--- src/rtl/regfile_mp.sv ---
// Multi-port register file: NUM_RD combinational read ports, two write ports (B wins on
// collision), same-cycle write bypass, optional hardwired zero register and a sequential clear engine.
module regfile_mp #(
    parameter int DATA_W   = 32,
    parameter int ADDR_W   = 5,
    parameter int NUM_RD   = 2,
    parameter int ZERO_REG = 1
) (
    input  logic                       clk,
    input  logic                       rst,
    input  logic [NUM_RD*ADDR_W-1:0]   rd_addr,
    output logic [NUM_RD*DATA_W-1:0]   rd_data,
    input  logic                       wa_en,
    input  logic [ADDR_W-1:0]          wa_addr,
    input  logic [DATA_W-1:0]          wa_din,
    input  logic                       wb_en,
    input  logic [ADDR_W-1:0]          wb_addr,
    input  logic [DATA_W-1:0]          wb_din,
    input  logic                       clr_req,
    output logic                       clr_busy
);

    localparam int DEPTH = 2 ** ADDR_W;
    localparam logic [0:0] IDLE  = 1'b0;
    localparam logic [0:0] CLEAR = 1'b1;
    localparam logic [ADDR_W-1:0] LAST_IDX = ADDR_W'(DEPTH - 1);

    logic [DATA_W-1:0] mem_q [DEPTH];
    logic [0:0]        state_q, state_d;
    logic [ADDR_W-1:0] clr_cnt_q, clr_cnt_d;
    logic              idle;
    logic              wa_commit, wb_commit;

    assign idle     = (state_q == IDLE);
    assign clr_busy = (state_q == CLEAR);

    // Only writes that actually land in the array are committed and therefore bypassed.
    assign wa_commit = idle && wa_en && !((ZERO_REG != 0) && (wa_addr == '0));
    assign wb_commit = idle && wb_en && !((ZERO_REG != 0) && (wb_addr == '0));

    always_comb begin
        state_d   = state_q;
        clr_cnt_d = clr_cnt_q;
        case (state_q)
            IDLE: begin
                if (clr_req) begin
                    state_d   = CLEAR;
                    clr_cnt_d = '0;
                end
            end
            CLEAR: begin
                clr_cnt_d = clr_cnt_q + 1'b1;
                if (clr_cnt_q == LAST_IDX) begin
                    state_d = IDLE;
                end
            end
            default: state_d = IDLE;
        endcase
    end

    always_ff @(posedge clk or posedge rst) begin
        if (rst) begin
            state_q   <= IDLE;
            clr_cnt_q <= '0;
            for (int i = 0; i < DEPTH; i++) begin
                mem_q[i] <= '0;
            end
        end else begin
            state_q   <= state_d;
            clr_cnt_q <= clr_cnt_d;
            if (!idle) begin
                mem_q[clr_cnt_q] <= '0;
            end
            // Port B is applied last so it wins a same-address collision.
            if (wa_commit) begin
                mem_q[wa_addr] <= wa_din;
            end
            if (wb_commit) begin
                mem_q[wb_addr] <= wb_din;
            end
        end
    end

    for (genvar p = 0; p < NUM_RD; p++) begin : g_rd
        logic [ADDR_W-1:0] ra;
        logic [DATA_W-1:0] rdat;

        assign ra = rd_addr[p*ADDR_W +: ADDR_W];

        always_comb begin
            if ((ZERO_REG != 0) && (ra == '0)) begin
                rdat = '0;
            end else if (wb_commit && (wb_addr == ra)) begin
                rdat = wb_din;
            end else if (wa_commit && (wa_addr == ra)) begin
                rdat = wa_din;
            end else begin
                rdat = mem_q[ra];
            end
        end

        assign rd_data[p*DATA_W +: DATA_W] = rdat;
    end

endmodule
--- config.mk ---
export PLATFORM = sky130hd
export DESIGN_NAME = regfile_mp
export DESIGN_NICKNAME = d
export VERILOG_FILES = /design/src/rtl/regfile_mp.sv
export SDC_FILE = /design/constraint.sdc
export NUM_CORES = 2
export LEC_CHECK = 0
export CAP_MARGIN = 5
export CORE_MARGIN = 2
export CORE_UTILIZATION = 35
export CTS_CLUSTER_DIAMETER = 40
export DETAILED_ROUTE_END_ITERATION = 10
export PLACE_DENSITY = 0.47
export SLEW_MARGIN = 20
export SYNTH_ARGS = -nofsm -noshare
export SYNTH_HDL_FRONTEND = slang
export SYNTH_SLANG_ARGS = --single-unit
--- constraint.sdc ---
create_clock -name clk -period 47.4 [get_ports clk]
set_clock_uncertainty 0.05 [all_clocks]
set_input_delay 9.48 -clock clk [delete_from_list [all_inputs] [get_ports clk]]
set_output_delay 9.48 -clock clk [all_outputs]
set_load 0.1 [all_outputs]
==> results_dict.tcl <==
set metrics [dict create \
    start_util 0.351 \
    layout_common_cells "1162 x nand2_1, 1030 x dfrtp_1, 1014 x nand3_1" \
    std_cell_rows 160 \
    r2r-start "clr_busy$_DFF_PP0_" \
    r2r_slack_ps 43910 \
    cpMostUsedCell "buf_4" \
    syn_to_final_growth_pct 15.2 \
    io_pins 154 \
    p_total_mw 3.78 \
    p_per_area_nw_per_um2 49.3 \
    syn-cell-area_um2 66600 \
    wl_met3_mm 36.0 \
    synth_top_area_share 0.387 \
    seq_area_um2 25800 \
    yosysTopAreaCell "dfrtp_1" \
    grt_pass1_vias 62400 \
    overflow 0 \
    start_kind "input pin" \
    insertion_delay_ps 850 \
    critPathSlowestCell "clkdlybuf4s50_1" \
    top_layer "met5" \
    status "completed" \
    post-place-ws_ps 22980 \
    whs_ps 456 \
    layout_commonest_cell "nand2_1" \
    fin_tns_setup_ps 0 \
    holdCritPathClass "flip-flop to flip-flop" \
    drive_gt1_frac 0.148 \
    worst-path-buf-inv 5 \
    synth-main-ff-cell "dfrtp_1" \
    max_freq_mhz 40.8 \
    p_leak_nw 31.3 \
    grt_max_degree 147 \
    setup_viol 0 \
    maxCapViolations 0 \
    via_count 65100 \
    fin_crit_sh 0.517 \
    fillers 18400 \
    finalNetCount 7445 \
    endpoint_kind "output port" \
    cp_data_arrival_time_ps 14970 \
    maxSlewViolCount 0 \
    cp_max_fo 47 \
    h-tree-depth 4 \
    grt_pass1_wl_mm 471 \
    path_clk_slew_ps 50 \
    drt_iter0_markers 8367 \
    startpoint "rd_addr[5]" \
    worst_pin_slew_ps 1200 \
    async_flop_share 1.00 \
    core_area_um2 190000 \
    cts_buffers 201 \
    syn-num-nets 7837 \
    drt-total-wl_mm 331 \
    met2_length_mm 145 \
    dr.pass1.iters 6 \
    cts_max_path_buffers 3 \
    viasPerCell 6.48 \
    drc 0 \
    yosysWarnings 0 \
    holdBufCountCts 0 \
    cts.sinks 1030 \
    grt_antenna_before_repair 7 \
    gp_congestion 1.04 \
    post_cts_resized 0 \
    cts_root_buffer "clkbuf_16" \
    post_cts_buffers 0 \
    worstPathCellList "buf_8 > buf_4 > buf_4 > nor2b_4 > buf_4 > a221oi_1 > o21ai_1 > a22o_1 > o221ai_1 > clkdlybuf4s50_1" \
    ys_seq_area_frac 0.387 \
    ir_worst_vdd_v 0.0000426 \
    final_util 0.405 \
    worst_slack_ps 22900 \
    port_buffers 153 \
    rsz0062_at_grt "false" \
    maxSlewHeadroom 0.199 \
    worstSetupPathType "input pin to output port" \
    ant_nets 0 \
    die_area_um2 194000 \
    syn_inst 7743 \
    wl_per_cell_um 33.0 \
    period_minus_slack_ps 24500 \
    hold_start "mem_q[996]$_DFF_PP0_" \
    max_stage_delay_ps 1310 \
    finalHoldViolCount 0 \
    tritoncts "built" \
    die_h_um 440 \
    track_usage 0.335 \
    multi_input_area_um2 37000 \
    worst_path_dominant_cell_family "buffers and inverters" \
    cp.required_ps 37870 \
    avgSynthCellArea_um2 8.60 \
    synth_edf_count 0 \
    synthTopCellsByArea "dfrtp_1 39%, mux4_2 10%, a31oi_1 9.3%" \
    met1Wirelength_mm 131 \
    dp_hpwl_mm 198 \
    die_w_um 440 \
    synth_seq_cells 1030 \
    ys_types 61 \
]
==> worst paths after layout <==
| path | to | cells past startpoint |
|---|---|---|
| worst max register to register | mem_q[113]$_DFF_PP0_ | 4 |
| worst min-delay path | mem_q[996]$_DFF_PP0_ | 1 |
| min in group asynchronous | mem_q[699]$_DFF_PP0_ | 2 |
| max in group asynchronous | mem_q[946]$_DFF_PP0_ | 5 |
| worst max-delay path | rd_data[38] | 10 |
| worst min register to register | mem_q[996]$_DFF_PP0_ | 1 |
==> power breakdown <==
part,switching [mW],internal (mW)
clock network,0.548,1.03
registers,0.190,1.10
logic,0.554,0.363
total,1.29,2.49
==> state kept, by name, indices dropped and copies added, names as in the netlist <==
signal     flops
clr_cnt_q      5
mem_q       1024
clr_busy       1
==> layout make-up <==
cell class / instances / area share
tap: 2511 / 0.0409
multi-input combinational: 5695 / 0.482
inverter: 36 / 0.00186
clock buffer: 249 / 0.0721
antenna: 5 / 0.000163
timing repair buffer: 387 / 0.0432
sequential: 1030 / 0.336
clock inverter: 128 / 0.0241
==> synthesized netlist by cell type, types with 3 or more instances <==
cell type,instances
nor2_1,1033
xor2_1,7
o21ai_1,59
buf_1,76
a22oi_1,8
buf_4,39
nor3_1,5
and3b_1,3
nand2b_1,7
ha_1,5
and2_1,39
nor3b_1,3
o22ai_1,62
or3b_1,4
o221ai_1,126
nand4_1,11
buf_6,7
a311oi_1,62
mux2_2,62
mux2i_1,405
xnor2_1,15
nor2b_1,14
clkbuf_2,24
a31oi_1,992
inv_1,36
nand2_1,1184
nand3b_1,6
buf_8,8
dfrtp_1,1030
nand3_1,1042
buf_2,132
a221oi_1,61
a21oi_1,68
mux4_2,310
nand4b_1,4
a22o_1,62
o21ai_0,6
clkbuf_1,693
==> through the flow <==
| stage | cells | instance area (µm²) |
|---|---|---|
| finish | 10000 | 76700 |
| global placement | 9653 | 69200 |
| floorplan | 7743 | 66600 |
| detailed placement | 9657 | 69300 |
| CTS | 10000 | 76700 |
| global route | 10000 | 76700 |
==> logic make-up (layout without fill, tap and decap cells) <==
group | count (synthesis) | in the layout | share of synthesized area
buf+inv | 1018 | 800 | 0.0652
fa+ha+maj | 5 | 5 | 0.000939
mux | 777 | 777 | 0.176
simple gates | 3377 | 3377 | 0.216
compound gates | 1514 | 1514 | 0.152
other cells | 0 | 5 | 0
xor+xnor | 22 | 22 | 0.00289
flops | 1030 | 1030 | 0.387
==> metal layers <==
layer,GRT usage,vias up
met5,0.00521,-
met1,0.436,32600
li1,-,27400
met3,0.0948,989
met2,0.505,4063
met4,0.173,8
Power figures use the tool's default switching activity.
